--- src/rtl/bcd_serial_add_ctrl.sv ---
// Sequencer that time-shares one external BCD digit slice, LSD first, one digit per clock.
// Define BCD_INPUT_CHECK_EN to add the CHECK state that flags operand digits above 9 on err.
module bcd_serial_add_ctrl #(
    parameter int unsigned DIGITS = 4,
    parameter int unsigned IDXW   = 2
) (
    input  logic                  clock_i,
    input  logic                  resetn_i,
    input  logic                  start_i,
    input  logic [4*DIGITS-1:0]   a_i,
    input  logic [4*DIGITS-1:0]   b_i,
    input  logic                  cin_i,
    output logic                  busy_o,
    output logic                  done_o,
    output logic [4*DIGITS-1:0]   sum_o,
    output logic                  cout_o,
    output logic                  err_o,
    output logic [IDXW-1:0]       digit_idx_o,
    output logic [3:0]            dig_a_o,
    output logic [3:0]            dig_b_o,
    output logic                  dig_ci_o,
    input  logic [3:0]            dig_s_i,
    input  logic                  dig_co_i
);

    typedef enum logic [1:0] {StIdle, StCheck, StAdd, StDone} state_e;

    localparam logic [IDXW-1:0] LastIdx = IDXW'(DIGITS - 1);

    state_e                state_q;
    logic                  busy_q;
    logic                  done_q;
    logic [4*DIGITS-1:0]   sum_q;
    logic                  cout_q;
    logic [IDXW-1:0]       digit_idx_q;
    logic [IDXW-1:0]       digit_idx_d;
    logic [3:0]            dig_a_q;
    logic [3:0]            dig_b_q;
    // dig_ci_q doubles as the running carry register while in ADD.
    logic                  dig_ci_q;
    logic [4*DIGITS-1:0]   a_q;
    logic [4*DIGITS-1:0]   b_q;
`ifdef BCD_INPUT_CHECK_EN
    logic                  cin_q;
    logic                  err_q;
`endif

    function automatic logic [3:0] digit_at(input logic [4*DIGITS-1:0] v,
                                            input logic [IDXW-1:0] i);
        logic [3:0] r;
        r = '0;
        for (int unsigned k = 0; k < DIGITS; k++) begin
            if (IDXW'(k) == i) r = v[4*k +: 4];
        end
        return r;
    endfunction

`ifdef BCD_INPUT_CHECK_EN
    function automatic logic has_bad_digit(input logic [4*DIGITS-1:0] v);
        logic bad;
        bad = 1'b0;
        for (int unsigned k = 0; k < DIGITS; k++) begin
            if (v[4*k +: 4] > 4'd9) bad = 1'b1;
        end
        return bad;
    endfunction
`endif

    assign digit_idx_d = digit_idx_q + IDXW'(1);

    always_ff @(posedge clock_i) begin
        if (!resetn_i) begin
            state_q     <= StIdle;
            busy_q      <= 1'b0;
            done_q      <= 1'b0;
            sum_q       <= '0;
            cout_q      <= 1'b0;
            digit_idx_q <= '0;
            dig_a_q     <= '0;
            dig_b_q     <= '0;
            dig_ci_q    <= 1'b0;
            a_q         <= '0;
            b_q         <= '0;
`ifdef BCD_INPUT_CHECK_EN
            cin_q       <= 1'b0;
            err_q       <= 1'b0;
`endif
        end else begin
            case (state_q)
                StIdle: begin
                    done_q <= 1'b0;
                    if (start_i) begin
                        a_q    <= a_i;
                        b_q    <= b_i;
                        busy_q <= 1'b1;
                        sum_q  <= '0;
                        cout_q <= 1'b0;
`ifdef BCD_INPUT_CHECK_EN
                        cin_q   <= cin_i;
                        err_q   <= 1'b0;
                        state_q <= StCheck;
`else
                        digit_idx_q <= '0;
                        dig_a_q     <= a_i[3:0];
                        dig_b_q     <= b_i[3:0];
                        dig_ci_q    <= cin_i;
                        state_q     <= StAdd;
`endif
                    end
                end
`ifdef BCD_INPUT_CHECK_EN
                StCheck: begin
                    if (has_bad_digit(a_q) || has_bad_digit(b_q)) begin
                        err_q   <= 1'b1;
                        sum_q   <= '0;
                        cout_q  <= 1'b0;
                        done_q  <= 1'b1;
                        state_q <= StDone;
                    end else begin
                        digit_idx_q <= '0;
                        dig_a_q     <= a_q[3:0];
                        dig_b_q     <= b_q[3:0];
                        dig_ci_q    <= cin_q;
                        state_q     <= StAdd;
                    end
                end
`endif
                StAdd: begin
                    for (int unsigned k = 0; k < DIGITS; k++) begin
                        if (digit_idx_q == IDXW'(k)) sum_q[4*k +: 4] <= dig_s_i;
                    end
                    if (digit_idx_q == LastIdx) begin
                        cout_q      <= dig_co_i;
                        digit_idx_q <= '0;
                        dig_a_q     <= '0;
                        dig_b_q     <= '0;
                        dig_ci_q    <= 1'b0;
                        done_q      <= 1'b1;
                        state_q     <= StDone;
                    end else begin
                        digit_idx_q <= digit_idx_d;
                        dig_a_q     <= digit_at(a_q, digit_idx_d);
                        dig_b_q     <= digit_at(b_q, digit_idx_d);
                        dig_ci_q    <= dig_co_i;
                    end
                end
                StDone: begin
                    done_q  <= 1'b0;
                    busy_q  <= 1'b0;
                    state_q <= StIdle;
                end
                default: begin
                    busy_q  <= 1'b0;
                    done_q  <= 1'b0;
                    state_q <= StIdle;
                end
            endcase
        end
    end

    assign busy_o      = busy_q;
    assign done_o      = done_q;
    assign sum_o       = sum_q;
    assign cout_o      = cout_q;
    assign digit_idx_o = digit_idx_q;
    assign dig_a_o     = dig_a_q;
    assign dig_b_o     = dig_b_q;
    assign dig_ci_o    = dig_ci_q;
`ifdef BCD_INPUT_CHECK_EN
    assign err_o = err_q;
`else
    assign err_o = 1'b0;
`endif

endmodule

--- config.mk ---
export PLATFORM = sky130hd
export DESIGN_NAME = bcd_serial_add_ctrl
export DESIGN_NICKNAME = d
export VERILOG_FILES = /design/src/rtl/bcd_serial_add_ctrl.sv
export SDC_FILE = /design/constraint.sdc
export NUM_CORES = 1
export LEC_CHECK = 0
export BUFFER_PORTS_ARGS = -buffer_cell sky130_fd_sc_hd__buf_2
export CORE_AREA = 2 2 104 106
export CTS_CLUSTER_SIZE = 16
export DETAILED_ROUTE_END_ITERATION = 7
export DIE_AREA = 0 0 106 108
export GPL_ROUTABILITY_DRIVEN = 0
export PLACE_DENSITY_LB_ADDON = 0.05
export RECOVER_POWER = 25
export SLEW_MARGIN = 25
export SYNTH_ARGS = -nofsm -noshare
export SYNTH_HDL_FRONTEND = slang
export SYNTH_SLANG_ARGS = --single-unit
--- constraint.sdc ---
create_clock -name clock_i -period 2.23 [get_ports clock_i]
set_clock_uncertainty 0.2 [all_clocks]
set_input_delay 0.3345 -clock clock_i [delete_from_list [all_inputs] [get_ports clock_i]]
set_output_delay 0.3345 -clock clock_i [all_outputs]
set_load 0.02 [all_outputs]
Word-level counts from Yosys, hierarchy flattened
Cells that the tools add are included.

cells by class
  add/sub/neg operators = 1
  multiply operators = 0
  divide/modulo/power cells = 0
  $lt $le $gt $ge = 0
  equality and inequality tests = 12
  shift-type cells = 0
  multiplexer cells = 34
  bitwise gates (word level) = 1
  reduce and logical (&&, ||, !) cells = 13

operator list
  operator                                              number
  2-to-1 mux 4 bit                                      16
  case mux 16 bit (2 select lines)                      1
  2-to-1 mux 16 bit                                     1
  case mux 4 bit (2 select lines)                       2
  AND reduction 3 bit                                   4
  != test 2 bit (second input constant)                 5
  AND reduction 2 bit                                   5
  2-to-1 mux 2 bit                                      4
  case mux 2 bit (2 select lines)                       2
  equality test 2 bit (second input constant)           3
  zero test 2 bit                                       3
  case mux 1 bit (2 select lines)                       3
  2-to-1 mux 1 bit                                      5
  equality test 2 bit (first input constant)            2
  adder 2 x 1 -> 2 bit (second input constant)          1
  equality test 1 x 2 -> 1 bit (first input constant)   1
  equality test 2 x 1 -> 1 bit (second input constant)  1
  nonzero test 2 bit                                    1
  NOT 1 bit                                             1

word-level totals
  register bits after elaboration = 64
  latch bits = 0
  bits in writable memories = 0
  ROM bits = 0
  input bits = 41
  output and inout port bits = 31
  word-level logic and storage cells = 75
  memories = 0

Logic depth before layout (Yosys ltp)
Gate-level depths: netlist of the first run.

  depth in word-level cells = 8
  depth in mapped cells = 6
  gate-level depth less buffers = 5

Worst setup path after synthesis of the first run
No wires, ideal clock.

  kind = register -> register
  from = register digit_idx_q[0] (netlist: digit_idx_o[0])
  to = register dig_a_q[1] (netlist: dig_a_o[1])
  setup time = 0.079 ns
  arrival time = 1.672 ns
  data required time = 1.951 ns
  slack = 0.279 ns
  stages on the path, launching flop included = 6
  buffers on the path = 0
  period minus slack after synthesis = 1.951 ns
  cell sequence = dfxtp_1 -> inv_1 -> ha_1 -> nor3b_2 -> a211oi_1 -> a211oi_2

between the ends
  cells in the longest elaborated chain, start to end = 8
  elaborated cells on any way between the ends = 12
  classes of those cells = add/sub: 1; eq/ne: 4; mux: 6; reduce/logical: 1

RTL lines
  item                               line  RTL
  start: declaration                 35    logic [IDXW-1:0] digit_idx_q;
  start signal: assignment           141   digit_idx_q <= digit_idx_d;
  adder 2 x 1 -> 2 bit               69    assign digit_idx_d = digit_idx_q + IDXW'(1);
  zero test 2 bit                    53    if (IDXW'(k) == i) r = v[4*k +: 4];
  2-to-1 mux 4 bit (4 in a row)      53
  2-to-1 mux 4 bit *                 132   if (digit_idx_q == LastIdx) begin
  case mux 4 bit (2 select lines) *  89    case (state_q)
  end signal: assignment             104   dig_a_q <= a_i[3:0];
  end signal: assignment             142   dig_a_q <= digit_at(a_q, digit_idx_d);
  end: declaration                   37    logic [3:0] dig_a_q;

Mark *: on every way between the ends. The rest lies on a longest branch, timed or not.
A chain may end at the register's enable or synchronous reset.

Worst setup path in the final report of the first run
  from = register digit_idx_q[1] (netlist: digit_idx_o[1])
  to = register dig_a_q[1] (netlist: dig_a_o[1])

The elaborated chain is that of the path after synthesis.

==> key figures, run 1 <==
Timing
  • Period minus WS final: 2.02 ns
  • Max-slew headroom: 55.1%
  • Fmax achieved: 495 MHz
  • Tcrit/Tclk final: 90.7%
  • Final Setup Violations: 0
  • Tightest Pin Transition: 0.673 ns
  • Final Hold Fails: 0
  • Fin. max-slew vios: 0
  • Unrepaired setup endpoints after global routing: no
  • Setup TNS: 0 ns

Drt
  • Via count: 2681
  • Routed WL: 8.66 mm
  • DRT Pass-1 Iters: 4
  • DR iter-0 viols: 71
  • Routed len/inst: 15.5 um
  • DR vias/cell: 4.81
  • DRT antenna net count: 0
  • DR DRC count: 0

Worst setup path
  • CP max stage cell: ha_1
  • Critical path, cell by cell: inv_1 > ha_1 > buf_4 > and3b_1 > a211oi_1 > a211oi_2
  • Type of origin of the critical path: flip-flop
  • Crit Path Class: flip-flop to flip-flop
  • Crit path max-delay family: adder cells
  • WP data arrival: 2.04 ns
  • Worst path required time: 2.25 ns
  • Crit-path max cell delay: 0.39 ns
  • CP bufs+invs: 2
  • Worst-path maximum fanout: 10
  • Worst setup EP type: flip-flop

Floorplanning
  • Die width: 106 um
  • Core ar.: 0.0102 mm^2
  • Initial Utilization: 29.9%
  • Rows: 37
  • Die height: 108 um
  • IO Pins: 72
  • Die area: 0.0114 mm^2

Logic synthesis
  • Top cells by area, synth: dfxtp_1 (42%), nand2_1 (7.9%), a21boi_0 (7.4%)
  • Post-synth top area share: 41.9%
  • Yosys reg bits: 64
  • Post-Syn Nets: 399
  • Leading area contributor after synthesis: dfxtp_1
  • Post-Syn Area per Cell: 8.73 um^2
  • Cells after Synth: 350
  • Cell variety after synth: 33
  • Netlist Area Pre-Place: 0.00306 mm^2
  • Sequential share of the synthesized area: 41.9%
  • Ys Warns: 0

Outcome
  • Outcome: complete, no violations

GRT
  • Initial antenna violation count: 0
  • Wire length of the first global-routing pass: 14.1 mm
  • Largest net degree at the start of global routing: 35
  • Grt total ovfl: 0
  • Vias in the first global route: 2647
  • Gr usage total: 16.0%

Clock tree
  • Total CTS buffers: 9
  • Worst-skew pair later-pin latency: 0.34 ns
  • CTS Hold Bufs: 0
  • CTS tree: yes
  • Clock transition at path regs: 0.08 ns
  • Postcts setup bufs: 0
  • Max clock buf depth: 2
  • Clock Root Buffer: clkbuf_8
  • CTS sink cnt: 64
  • H-tree lvl count: 3
  • Post_cts resized: 0

Hold path
  • Worst Hold Class: input pin to flip-flop

Final layout
  • Commonest non-fill, non-tap cells in the layout: nand2_1 (64), dfxtp_1 (64), buf_2 (47)
  • Area occupied by multi-input gates: 0.00162 mm^2
  • Ant. Diodes: 0
  • FF/Latch Area: 0.00128 mm^2
  • Layout cells sized above 1: 20.2%
  • Area growth syn-to-layout: 23.1%
  • Nets: 465
  • Fillers: 1101

Placement
  • Port buffer count: 70
  • Detailed Place HPWL: 5.99 mm

Power
  • Total power: 2.89 mW
  • Max VDD drop: 0.343 mV
  • Leakage dissipation: 1.55 nW
  • PD cells: 768 mW/mm^2

Run
  • MaxCap Viol Count: 0
==> cell families after synthesis <==
family / Yosys count / synth area share, %
multiplexers: 1 / 0.328
other: 1 / 0.123
adder cells (fa/ha/maj): 8 / 3.28
buffers and inverters: 31 / 5.12
AND/OR/NAND/NOR: 124 / 21.0
flip-flops: 64 / 41.9
AO/OA/AOI/OAI: 121 / 28.3
==> sequential cells by signal, summed over array words and instances (netlist names) <==
signal       flops
a_q             16
b_q             16
sum_o           16
dig_a_o          4
dig_b_o          4
digit_idx_o      2
state_q          2
busy_o           1
cout_o           1
dig_ci_o         1
done_o           1
==> worst register-to-register path, cell delays in order (launching register included) <==
cell	delay [ns]
dfxtp_1	0.38
inv_1	0.15
ha_1	0.39
buf_4	0.22
and3b_1	0.18
a211oi_1	0.27
a211oi_2	0.11
==> Yosys cell counts (all sizes together) <==
master and n:
a221oi 9, dfxtp 64, and2b 1, o21ba 1, a21o 8, nand2 64
a21boi 50, ha 8, a22oi 1, inv 3, o21ai 26, a21oi 8
nand2b 21, mux2i 1, or3b 1, a211oi 16, o211a 1, nor3b 3
nand3 17, and2 1, nor2 1, and3 1, buf 22, conb 1
clkbuf 6, o21bai 1, and3b 8, nor2b 6
==> final timing paths <==
kind	endpoint	from	slack (ns)	cells past startpoint
setup reg to reg	dig_a_o[1]	digit_idx_o[1]	0.21	6
setup / recovery	dig_a_o[1]	digit_idx_o[1]	0.21	6
hold / removal	b_q[11]	b_i[11]	0.02	3
hold reg to reg	a_q[0]	a_q[0]	0.26	2
==> power by group <==
group / internal, mW / total, mW / leakage [nW] / switching, mW
clock: 0.802 / 1.27 / 0.126 / 0.463
sequential: 1.20 / 1.24 / 0.524 / 0.0410
combinational: 0.153 / 0.378 / 0.895 / 0.225
==> cell type report <==
class | instances | area share, %
multi-input cells | 255 | 43.2
flip-flops and latches | 64 | 34.1
repair buffers | 83 | 11.1
well taps | 136 | 4.53
clock buffers | 11 | 4.03
clock inverters | 5 | 2.73
inverters | 3 | 0.300
==> per-stage QoR <==
step | hold WS, ns | setup slack, ns | std cells | area (um^2) | utilization (%)
CTS | 0.00392 | 0.190 | 557 | 3790 | 37.0
finish | 0.0238 | 0.208 | 557 | 3760 | 36.7
global placement | 0.253 | 0.264 | 541 | 3530 | 34.5
floorplan | 0.236 | 0.279 | 350 | 3060 | -
detailed placement | 0.256 | 0.222 | 541 | 3530 | 34.5
global route | 0.00899 | 0.0750 | 557 | 3760 | 36.7
==> routing by layer <==
metal | part of all wire (%) | global-route usage, % | routed length [um] | vias up
li1 | - | - | - | 1353
met1 | 47 | 20.2 | 4050 | 1253
met2 | 47 | 25.8 | 4110 | 61
met3 | 4.3 | 4.64 | 370 | 14
met4 | 1.5 | 6.11 | 131 | 0
met5 | 0 | 0 | 0 | -
Note: power is estimated with default switching activity, not from simulation.
==> run 2: changes to the inputs <==
--- a/config.mk
+++ b/config.mk
@@ -13,6 +13,7 @@
 export GPL_ROUTABILITY_DRIVEN = 0
 export PLACE_DENSITY_LB_ADDON = 0.05
 export RECOVER_POWER = 25
+export REMOVE_ABC_BUFFERS = 1
 export SLEW_MARGIN = 25
 export SYNTH_ARGS = -nofsm -noshare
 export SYNTH_HDL_FRONTEND = slang
==> key figures, run 2 (synthesized netlist as in run 1, its figures left out) <==
Timing
  • Final Hold Fails: 0 (unchanged)
  • Setup TNS: 0 ns (unchanged)
  • Max-slew headroom: 57.9% (was 55.1%)
  • Fin. max-slew vios: 0 (unchanged)
  • Period minus WS final: 2.00 ns (was 2.02 ns)
  • Unrepaired setup endpoints after global routing: no (unchanged)
  • Tightest Pin Transition: 0.631 ns (was 0.673 ns)
  • Tcrit/Tclk final: 89.7% (was 90.7%)
  • Final Setup Violations: 0 (unchanged)
  • Fmax achieved: 500 MHz (was 495 MHz)

Floorplanning
  • Rows: 37 (unchanged)
  • Core ar.: 0.0102 mm^2 (unchanged)
  • IO Pins: 72 (unchanged)
  • Initial Utilization: 29.9% (unchanged)
  • Die height: 108 um (unchanged)
  • Die width: 106 um (unchanged)
  • Die area: 0.0114 mm^2 (unchanged)

Worst setup path
  • Crit Path Class: flip-flop to flip-flop (unchanged)
  • Crit-path max cell delay: 0.59 ns (was 0.39 ns)
  • WP data arrival: 2.02 ns (was 2.04 ns)
  • Worst Setup SP: digit_idx_o[0] (was digit_idx_o[1])
  • Type of origin of the critical path: flip-flop (unchanged)
  • R2r startpoint: digit_idx_o[0] (was digit_idx_o[1])
  • CP max stage cell: ha_1 (unchanged)
  • Worst setup EP type: flip-flop (unchanged)
  • Critical path, cell by cell: inv_1 > ha_1 > nand2b_1 > a221oi_1 > a211oi_2 (was inv_1 > ha_1 > buf_4 > and3b_1 > a211oi_1 > a211oi_2)
  • Worst-path maximum fanout: 16 (was 10)
  • Worst path required time: 2.24 ns (was 2.25 ns)

Power
  • Int Pwr: 1.75 mW (was 2.16 mW)
  • Max VDD drop: 0.230 mV (was 0.343 mV)
  • Switching Share: 28.6% (was 25.3%)
  • Switching Power: 701 uW (was 729 uW)
  • Leakage dissipation: 1.50 nW (was 1.55 nW)
  • PD cells: 668 mW/mm^2 (was 768 mW/mm^2)
  • Clk pwr share: 33.7% (was 43.8%)
  • Seq pwr share: 50.8% (was 43.1%)
  • Logic pwr share: 15.4% (was 13.1%)

Final layout
  • Commonest non-fill, non-tap cells in the layout: nand2_1 (64), dfxtp_1 (64), buf_2 (47) (unchanged)
  • Nets: 465 (unchanged)
  • Layout cells sized above 1: 19.5% (was 20.2%)
  • Ant. Diodes: 0 (unchanged)
  • Post-layout util: 35.9% (was 36.7%)
  • Area growth syn-to-layout: 20.2% (was 23.1%)

Drt
  • Routed len/inst: 15.2 um (was 15.5 um)
  • DR vias/cell: 4.80 (was 4.81)
  • Routed WL: 8.47 mm (was 8.66 mm)
  • DR iter-0 viols: 112 (was 71)
  • DRT Pass-1 Iters: 4 (unchanged)
  • DR DRC count: 0 (unchanged)
  • DRT antenna net count: 0 (unchanged)
  • Via count: 2668 (was 2681)

GRT
  • Met2 Use GR: 24.1% (was 25.8%)
  • Top Usage Layer GRT: met2 (unchanged)
  • Wire length of the first global-routing pass: 13.8 mm (was 14.1 mm)
  • Largest net degree at the start of global routing: 33 (was 35)
  • Grt met1 use: 21.0% (was 20.2%)
  • Vias in the first global route: 2668 (was 2647)
  • Grt total ovfl: 0 (unchanged)
  • Initial antenna violation count: 0 (unchanged)
  • Gr usage total: 15.4% (was 16.0%)
  • GRT met3 Usage: 3.32% (was 4.64%)

Clock tree
  • Worst-skew pair later-pin latency: 0.34 ns (about the same)
  • Clock Root Buffer: clkbuf_8 (unchanged)
  • H-tree lvl count: 3 (unchanged)
  • Post_cts resized: 0 (unchanged)
  • Max clock buf depth: 2 (unchanged)
  • CTS sink cnt: 64 (unchanged)
  • CTS tree: yes (unchanged)
  • Clock transition at path regs: 0.07 ns (was 0.08 ns)
  • CTS Hold Bufs: 0 (unchanged)
  • Postcts setup bufs: 0 (unchanged)
  • Total CTS buffers: 9 (unchanged)

Placement
  • Detailed Place HPWL: 5.87 mm (was 5.99 mm)
  • Port buffer count: 70 (unchanged)

Outcome
  • Outcome: complete, no violations (unchanged)

Run
  • MaxCap Viol Count: 0 (unchanged)

Hold path
  • Worst Hold Class: input pin to flip-flop (unchanged)
  • Worst Hold Launch: b_i[11] (unchanged)
==> run 2: final cells by class <==
| type | count | area (um^2) |
|---|---|---|
| fillers | 1107 | 6560 |
| well taps | 136 | 170 |
| clock inverters | 4 | 22.5 |
| multi-input cells | 255 | 1620 |
| repair buffers | 83 | 432 |
| inverters | 3 | 11.3 |
| flip-flops and latches | 64 | 1280 |
| clock buffers | 11 | 131 |
==> run 2: stage by stage <==
| stage | hold WS [ns] | instances | cell area (um^2) | total power [mW] | setup slack [ns] |
|---|---|---|---|---|---|
| floorplan | 0.236 | 322 | 2910 | 1.48 | 0.199 |
| global placement | 0.254 | 541 | 3550 | 1.66 | 0.290 |
| detailed placement | 0.254 | 541 | 3550 | 1.66 | 0.198 |
| CTS | 0.0140 | 556 | 3700 | 2.51 | 0.174 |
| global route | 0.0381 | 556 | 3670 | 2.59 | 0.0189 |
| finish | 0.0310 | 556 | 3670 | 2.45 | 0.229 |
==> run 2: path summary, 6_finish.rpt <==
kind | slack, ns | end | depth (start not counted)
setup / recovery | 0.23 | dig_a_o[2] | 5
hold / removal | 0.03 | b_q[11] | 3
hold reg to reg | 0.26 | b_q[3] | 2
setup reg to reg | 0.23 | dig_a_o[2] | 5
==> run 2: critical path: cells and delay by family, from the launching register on <==
family	cells	cell delay, ns
DFF	1	0.37
and+or+nand+nor	1	0.13
adders and majority gates	1	0.59
buffers and inverters	1	0.18
AOI/OAI and AO/OA	2	0.41
==> run 2: power groups by stage <==
stage	clock network [mW]	logic [mW]	registers (mW)
after floorplan	0	0.194	1.29
after global placement	0	0.387	1.27
after detailed placement	0	0.390	1.27
after CTS	0.874	0.391	1.25
after global routing	0.913	0.424	1.25
final	0.827	0.379	1.25
==> run 2: layer usage <==
metal	routed length, um	vias up
li1	-	1355
met1	4260	1251
met5	0	-
met3	294	10
met2	3800	52
met4	111	0
==> run 3: changes to the inputs <==
==> constraint.sdc (replaced) <==
create_clock -name clock_i -period 1.7 [get_ports clock_i]
set_clock_uncertainty 0.2 [all_clocks]
set_input_delay 0.255 -clock clock_i [delete_from_list [all_inputs] [get_ports clock_i]]
set_output_delay 0.255 -clock clock_i [all_outputs]
set_load 0.02 [all_outputs]
==> key figures, run 3 (synthesized netlist as in run 1, its figures left out) <==
Worst setup path
  • Worst path most repeated cell: a211oi_1
  • CP max stage cell: dfxtp_4 (was ha_1)
  • R2r startpoint: digit_idx_o[0] (unchanged)
  • Crit-path max cell delay: 0.36 ns (was 0.59 ns)
  • Reg2Reg Depth: 6 (was 5)
  • Reg2reg end: dig_b_o[2] (was dig_a_o[2])
  • Worst setup EP type: flip-flop (unchanged)
  • Worst-path maximum fanout: 8 (was 16)
  • Crit Path Class: flip-flop to flip-flop (unchanged)
  • R2R Setup Slk: 0.07 ns (was 0.23 ns)
  • WP data arrival: 1.67 ns (was 2.02 ns)
  • Type of origin of the critical path: flip-flop (unchanged)
  • Critical path, cell by cell: buf_4 > ha_4 > nor3b_2 > buf_6 > a211oi_1 > a211oi_1 (was inv_1 > ha_1 > nand2b_1 > a221oi_1 > a211oi_2)
  • Worst path required time: 1.74 ns (was 2.24 ns)

Final layout
  • Ant. Diodes: 0 (unchanged)
  • Post-layout util: 42.4% (was 35.9%)
  • Layout cells sized above 1: 24.5% (was 19.5%)
  • Cell area after layout: 0.00434 mm^2 (was 0.00367 mm^2)
  • Nets: 513 (was 465)
  • Fillers: 1065 (was 1107)
  • Area growth syn-to-layout: 42.1% (was 20.2%)
  • Commonest non-fill, non-tap cells in the layout: nand2_1 (64), dfxtp_1 (60), buf_2 (48) (was nand2_1 (64), dfxtp_1 (64), buf_2 (47))
  • Commonest non-fill, non-tap cell in the layout: nand2_1

Timing
  • Unrepaired setup endpoints after global routing: no (unchanged)
  • Final Hold Fails: 0 (unchanged)
  • Setup TNS: 0 ns (unchanged)
  • Fmax achieved: 615 MHz (was 500 MHz)
  • Final Setup Violations: 0 (unchanged)
  • Tcrit/Tclk final: 95.7% (was 89.7%)
  • Fin. max-slew vios: 0 (unchanged)
  • Period minus WS final: 1.63 ns (was 2.00 ns)
  • Final setup margin: 0.0739 ns (was 0.229 ns)

Floorplanning
  • IO Pins: 72 (unchanged)
  • Rows: 37 (unchanged)
  • Core ar.: 0.0102 mm^2 (unchanged)
  • Initial Utilization: 29.9% (unchanged)
  • Die width: 106 um (unchanged)
  • Die area: 0.0114 mm^2 (unchanged)
  • Die height: 108 um (unchanged)

Clock tree
  • Total CTS buffers: 9 (unchanged)
  • Clock Root Buffer: clkbuf_8 (unchanged)
  • Max clock buf depth: 2 (unchanged)
  • Worst-skew pair later-pin latency: 0.33 ns (was 0.34 ns)
  • H-tree lvl count: 3 (unchanged)
  • CTS tree: yes (unchanged)
  • CTS sink cnt: 64 (unchanged)
  • Clock transition at path regs: 0.08 ns (was 0.07 ns)

Drt
  • DR iter-0 viols: 119 (was 112)
  • Routed len/inst: 14.0 um (was 15.2 um)
  • Routed WL: 8.48 mm (was 8.47 mm)
  • DRT Pass-1 Iters: 5 (was 4)
  • DR DRC count: 0 (unchanged)
  • DRT antenna net count: 0 (unchanged)
  • Via count: 2782 (was 2668)
  • DR vias/cell: 4.60 (was 4.80)

Power
  • Switching Power: 974 uW (was 701 uW)
  • PD cells: 877 mW/mm^2 (was 668 mW/mm^2)
  • Clk pwr share: 40.7% (was 33.7%)
  • Seq pwr share: 42.8% (was 50.8%)
  • Leakage dissipation: 1.78 nW (was 1.50 nW)
  • Int Pwr: 2.83 mW (was 1.75 mW)
  • Logic pwr share: 16.5% (was 15.4%)
  • Max VDD drop: 0.419 mV (was 0.230 mV)
  • Switching Share: 25.6% (was 28.6%)

Run
  • MaxCap Viol Count: 0 (unchanged)

Outcome
  • Outcome: complete, no violations (unchanged)

GRT
  • Initial antenna violation count: 0 (unchanged)
  • Largest net degree at the start of global routing: 65 (was 33)
  • Wire length of the first global-routing pass: 13.7 mm (was 13.8 mm)
  • Gr usage total: 15.4% (about the same)
  • Grt total ovfl: 0 (unchanged)
  • Vias in the first global route: 2666 (was 2668)

Placement
  • Port buffer count: 70 (unchanged)
  • Detailed Place HPWL: 5.67 mm (was 5.87 mm)
  • Placed instance area: 0.00372 mm^2 (was 0.00355 mm^2)
  • Pre-CTS setup slack: -0.0763 ns (was 0.198 ns)

Hold path
  • Hold Path Stages: 3 (unchanged)
  • Worst Hold Path EP: sum_o[4] (was b_q[11])
  • Worst Hold Launch: dig_s_i[0] (was b_i[11])
  • Worst Hold Class: input pin to flip-flop (unchanged)
==> run 3: cell count changes in the layout (fill, tap and decap cells not counted), moves of 3 or more <==
cell,delta
clkbuf_8,+3
ha_1,-4
a211oi_2,+5
buf_4,+7
clkbuf_1,-3
dfxtp_2,+3
clkinv_2,-3
a211oi_1,-5
dlygate4sd3_1,+33
buf_12,+6
dfxtp_1,-4
ha_2,+3
==> run 3: layout make-up <==
cell class	instances	area [um^2]	area share, %
multi-input combinational	255	1670	38.5
tap	136	170	3.92
clock inverter	4	75.1	1.73
timing repair buffer	131	958	22.1
sequential	64	1290	29.7
inverter	3	11.3	0.259
clock buffer	12	165	3.81
==> run 3: per-stage QoR <==
step           power [mW]  cells  hold WS (ns)
2_1_floorplan        1.95    322         0.177
3_3_place_gp         2.22    554         0.252
3_5_place_dp         2.23    554         0.253
4_1_cts              3.86    603       0.00119
5_1_grt              4.00    605     0.0000187
6_report             3.81    605        0.0275
==> run 3: worst max-delay path by stage <==
stage / startpoint / endpoint / depth (start not counted)
floorplan: state_q[0] / a_q[10] / 3
global placement: digit_idx_o[0] / dig_a_o[2] / 6
detailed placement: digit_idx_o[0] / dig_a_o[2] / 6
CTS: digit_idx_o[0] / dig_b_o[3] / 6
global route: digit_idx_o[1] / dig_b_o[0] / 6
finish: digit_idx_o[0] / dig_b_o[2] / 6
==> run 3: power by group through the flow <==
stage | Sequential [mW] | Clock (mW) | Combinational (mW)
global placement | 1.66 | 0 | 0.561
CTS | 1.63 | 1.61 | 0.629
floorplan | 1.69 | 0 | 0.254
detailed placement | 1.66 | 0 | 0.567
finish | 1.63 | 1.55 | 0.627
global route | 1.64 | 1.66 | 0.695
==> run 3: timing repair <==
item	4_1_cts	5_1_grt
hold buffers	33	0
gates resized for setup	6	12
cloned	0	0
pin swaps	0	5
setup endpoints to repair	8	17
buffers inserted	0	2
hold endpoints to repair	34	0
==> run 3: critical path: cells and delay by family, from the launching register on <==
family / cells / cell delay [ns]
DFF: 1 / 0.36
buffers and inverters: 2 / 0.32
AOI/OAI and AO/OA: 2 / 0.30
and+or+nand+nor: 1 / 0.19
adders and majority gates: 1 / 0.16
==> run 3: layer usage <==
layer | vias to the layer above | part of all wire, % | global-route usage [%]
li1 | 1446 | - | -
met1 | 1278 | 51 | 20.4
met2 | 49 | 45 | 24.7
met3 | 9 | 3.5 | 3.86
met4 | 0 | 1.2 | 4.70
met5 | - | 0 | 0
